**src/rtl/module_return_task_decode.sv**
```systemverilog
// Streaming decoder for increment-and-clamp codes, with a 1-deep registered valid/ready output.
// Optional statistics counters are enabled by defining MODULE_RETURN_TASK_DECODE_STATS_EN.
module module_return_task_decode #(
   parameter int WIDTH = 8,
   parameter int LIMIT = 10,
   parameter int CNT_W = 16
) (
   input  logic             clk,
   input  logic             rst,
   input  logic             in_valid,
   output logic             in_ready,
   input  logic [WIDTH-1:0] in_data,
   output logic             out_valid,
   input  logic             out_ready,
   output logic [WIDTH-1:0] out_data,
   output logic [1:0]       out_status,
   output logic             err_sticky
`ifdef MODULE_RETURN_TASK_DECODE_STATS_EN
   ,
   output logic [CNT_W-1:0] ok_count,
   output logic [CNT_W-1:0] ambig_count,
   output logic [CNT_W-1:0] invalid_count
`endif
);

   localparam logic [1:0]       ST_OK      = 2'b00;
   localparam logic [1:0]       ST_AMBIG   = 2'b01;
   localparam logic [1:0]       ST_INVALID = 2'b10;
   localparam logic [WIDTH-1:0] LIMIT_C    = WIDTH'(LIMIT);

   typedef enum logic {EMPTY, FULL} state_t;

   state_t           state_q, state_d;
   logic             accept;
   logic             done;
   logic [WIDTH-1:0] dec_data;
   logic [1:0]       dec_status;

   // Zero means the encoder clamped, so the source value is lost rather than wrong.
   task automatic decode(input  logic [WIDTH-1:0] code,
                         output logic [WIDTH-1:0] data,
                         output logic [1:0]       status);
      data   = '0;
      status = ST_AMBIG;
      if (code == '0) return;
      status = ST_INVALID;
      if (code > LIMIT_C) return;
      data   = code - 1'b1;
      status = ST_OK;
   endtask

   assign out_valid = (state_q == FULL);
   assign in_ready  = !out_valid || out_ready;
   assign accept    = in_valid && in_ready;
   assign done      = out_valid && out_ready;

   always_comb begin
      dec_data   = '0;
      dec_status = ST_OK;
      decode(in_data, dec_data, dec_status);
   end

   always_comb begin
      state_d = state_q;
      case (state_q)
         EMPTY:   if (accept) state_d = FULL;
         FULL:    if (done && !accept) state_d = EMPTY;
         default: state_d = EMPTY;
      endcase
   end

   always_ff @(posedge clk) begin
      if (rst) begin
         state_q    <= EMPTY;
         out_data   <= '0;
         out_status <= ST_OK;
         err_sticky <= 1'b0;
      end else begin
         state_q <= state_d;
         if (accept) begin
            out_data   <= dec_data;
            out_status <= dec_status;
            if (dec_status == ST_INVALID) err_sticky <= 1'b1;
         end
      end
   end

`ifdef MODULE_RETURN_TASK_DECODE_STATS_EN
   // Counters saturate at all-ones instead of wrapping.
   always_ff @(posedge clk) begin
      if (rst) begin
         ok_count      <= '0;
         ambig_count   <= '0;
         invalid_count <= '0;
      end else if (accept) begin
         if (dec_status == ST_OK && ok_count != '1)
            ok_count <= ok_count + 1'b1;
         if (dec_status == ST_AMBIG && ambig_count != '1)
            ambig_count <= ambig_count + 1'b1;
         if (dec_status == ST_INVALID && invalid_count != '1)
            invalid_count <= invalid_count + 1'b1;
      end
   end
`endif

endmodule

```
**config.mk**
```make
export PLATFORM = sky130hd
export DESIGN_NAME = module_return_task_decode
export DESIGN_NICKNAME = d
export VERILOG_FILES = /design/src/rtl/module_return_task_decode.sv
export SDC_FILE = /design/constraint.sdc
export NUM_CORES = 1
export LEC_CHECK = 0
export BUFFER_PORTS_ARGS = -buffer_cell sky130_fd_sc_hd__buf_2
export CORE_MARGIN = 4
export CORE_UTILIZATION = 40
export CTS_CLUSTER_DIAMETER = 200
export DETAILED_ROUTE_END_ITERATION = 6
export GPL_TIMING_DRIVEN = 0
export HOLD_SLACK_MARGIN = 0.05
export PLACE_DENSITY = 0.74
export SETUP_SLACK_MARGIN = 0.1
export SYNTH_ARGS = -nofsm -noshare
export SYNTH_HDL_FRONTEND = slang
export SYNTH_SLANG_ARGS = --single-unit
```
**constraint.sdc**
```tcl
create_clock -name clk -period 2.8 [get_ports clk]
set_input_delay 0.42 -clock clk [delete_from_list [all_inputs] [get_ports clk]]
set_output_delay 0.42 -clock clk [all_outputs]
set_load 0.02 [all_outputs]
```
==> metrics <==
placed cell count=96; drt wl/cell=11.5 um; Setup TNS=0 ns; most common cell after layout, fill and taps aside=buf_2; Antenna Nets Post-Route=0; Max Clk Rate=a little under 800 MHz; total buffers and inverters traversed by the critical path=1; area of the multi-input gates=329 um^2; met2 WL=525 um; Worst-Margin Slew=0.434 ns; Die Span Y=about 46 um; CP endpoint=in_ready; setup bufs post-CTS=0; Core ar.=about 1400 um^2; DRT Pass-1 Iters=3; Sw Ratio=25.7%; Worst EP required=2.38 ns; Total Wirelength=1140 um; metal3 WL=80 um; worst reg2reg startpoint=out_valid$_SDFF_PP0_; layout net count=101; fin cells=99; Num Clock Sinks=12; H-tree depth=1; share of layout cells above drive strength 1=roughly two fifths; Hold Path Class=input port to flop; Die W=46.3 um; flop2flop setup slack=1.60 ns; Area Overhead vs Synth=26.6%; CTS Root Cell=clkbuf_4; Worst VDD drop=between 0.0002 and 0.00025 V; total power after layout=0.329 mW; Post-Place Setup Slack=1.30 ns; clock skew=~0.0024 ns; startpoint types=flop; post-CTS resize count=0; CTS Buf Count=3; Cells after Synth=58; Clock Tree Buf Depth=2; total track usage=12.2%; Clk Latency, worst-skew pair=0.27 ns; reg2reg end=out_data[7]$_SDFFE_PP0P_; Worst Setup Path Type=flop to output port; antenna violations before repair=0; RSZ-0062 raised after global routing=no; Port Buffers=23; Net Sw Power=0.0847 mW; crit path time final=about 1.3 ns; Register-to-Register Path Depth=4; Top delay family on crit path=flip-flops; Clk pwr share=30.8%; final worst setup slack=1.51 ns; run status=complete, no violations; vias in the first global route=465; crit path cell chain=nand2b_4, buf_2; final setup vio count=0; sequential area share after synthesis=40.9%; total grt overflow=0; most frequent cells in the layout=23 x buf_2, 12 x dfxtp_1, 7 x a21oi_1, 6 x nand2_1, 5 x o2bb2ai_1; crit path max fanout=5; Max Slew Vio Count=0; Crit. Startpoint=out_valid$_SDFF_PP0_; # IOs=25; Crit path depth=2; syn nets=73; DRT iter0 DRCs=4; Final HPWL DP=934 um; total number of vias=between 400 and 500; Pwr Density=442 nW/um^2; area of the die=between 2000 and 2500 um^2; first-pass GRT wire length=1810 um; Seq pwr share=53.6%; top sig layer=met4; row count=13; n_diodes=0; DRC=0; crit path max-delay cell type=dfxtp_1; max_slew headroom=70.9%; #FFs+latches synth=12; register area=240 um^2; Leak=0.338 nW; CP max stage delay=0.37 ns; CTS clk-pin slew, worst paths=0.07 ns; # Max-Cap Violations=0; Final Hold Viols=0; starting density of the core=43.6%; P_int=0.245 mW; Synth Warn #=0; GP Congestion=approximately 0.72; hold_buf cts=0; Post-Syn Area per Cell=10.1 um^2; CP endpoint kind=output port; synth unique cells=24; Mapped Area=approximately 590 um^2; Combinational Power Share=between 10% and 20%; number of fill cells=138; TritonCTS clock tree=yes; Post-Route M1 WL=509 um; final period utilization=46.2%; pin count of the biggest net entering global routing=9; crit path DAT=0.87 ns; Vias/cell=between 5 and 6
## cell families after synthesis
group | Yosys count | share of synthesized area, %
simple gates | 20 | 27.0
flops | 12 | 40.9
compound gates | 15 | 18.1
buf+inv | 5 | 3.19
fa+ha+maj | 3 | 6.38
xor+xnor | 3 | 4.47
## per-layer routing
layer / global-route usage [%] / vias up
met2: 18.7 / 14
met4: 10.2 / 0
met1: 13.8 / 226
li1: - / 255
met5: 0 / -
met3: 3.52 / 4
## Yosys cell counts
cell type	n	area (um^2)
a21oi_1	7	35.0
inv_1	4	15.0
and2_1	1	6.26
nand2_1	6	22.5
nor2b_1	1	6.26
ha_1	3	37.5
o2bb2ai_2	1	15.0
nor4b_1	1	8.76
nand2b_4	1	13.8
o21ai_1	1	5.00
xor2_1	1	8.76
and3_4	1	11.3
nand3_1	1	5.00
dfxtp_1	12	240
nor4_4	1	21.3
nor3_4	1	16.3
xnor2_1	2	17.5
nand3_4	1	17.5
nor3b_1	1	7.51
or3_4	1	11.3
nor2_1	3	11.3
a21o_1	1	7.51
o2bb2ai_1	5	43.8
clkbuf_1	1	3.75
## state kept, by name (all words and copies together), names as in the netlist
name / flops
out_data: 8
out_status: 2
err_sticky: 1
out_valid: 1
## power by group through the flow
stage                     Clock, mW  Sequential (mW)  Combinational, mW
after floorplan                   0            0.185             0.0254
after global placement            0            0.180             0.0508
after detailed placement          0            0.181             0.0516
after CTS                     0.107            0.176             0.0519
after global routing          0.115            0.177             0.0571
final                         0.101            0.176             0.0515
## per-stage QoR
step / hold WS [ns] / area (um^2) / utilization, %
finish: 0.358 / 744 / 55.1
floorplan: 0.508 / 588 / -
global placement: 0.434 / 722 / 53.5
CTS: 0.352 / 744 / 55.1
detailed placement: 0.445 / 722 / 53.5
global route: 0.357 / 744 / 55.1
## layout make-up
cell class,count,area share [%]
Sequential cell,12,32.3
Clock buffer,3,3.03
Timing Repair Buffer,23,15.5
Tap cell,15,2.52
Buffer,1,0.504
Inverter,4,2.02
Multi-Input combinational cell,41,44.2
## worst min path at each step
stage                        startpoint                  endpoint  slack [ns]  cells past startpoint
4_1_cts                      in_data[0]  out_data[0]$_SDFFE_PP0P_        0.35                      2
3_3_place_gp    err_sticky$_SDFFE_PP0P_   err_sticky$_SDFFE_PP0P_        0.43                      2
6_report                     in_data[0]  out_data[0]$_SDFFE_PP0P_        0.36                      2
3_5_place_dp   out_data[6]$_SDFFE_PP0P_  out_data[6]$_SDFFE_PP0P_        0.44                      2
5_1_grt                      in_data[0]  out_data[0]$_SDFFE_PP0P_        0.36                      2
2_1_floorplan                in_data[0]  out_data[0]$_SDFFE_PP0P_        0.51                      1
No activity file was read; power rests on OpenSTA's default activity.
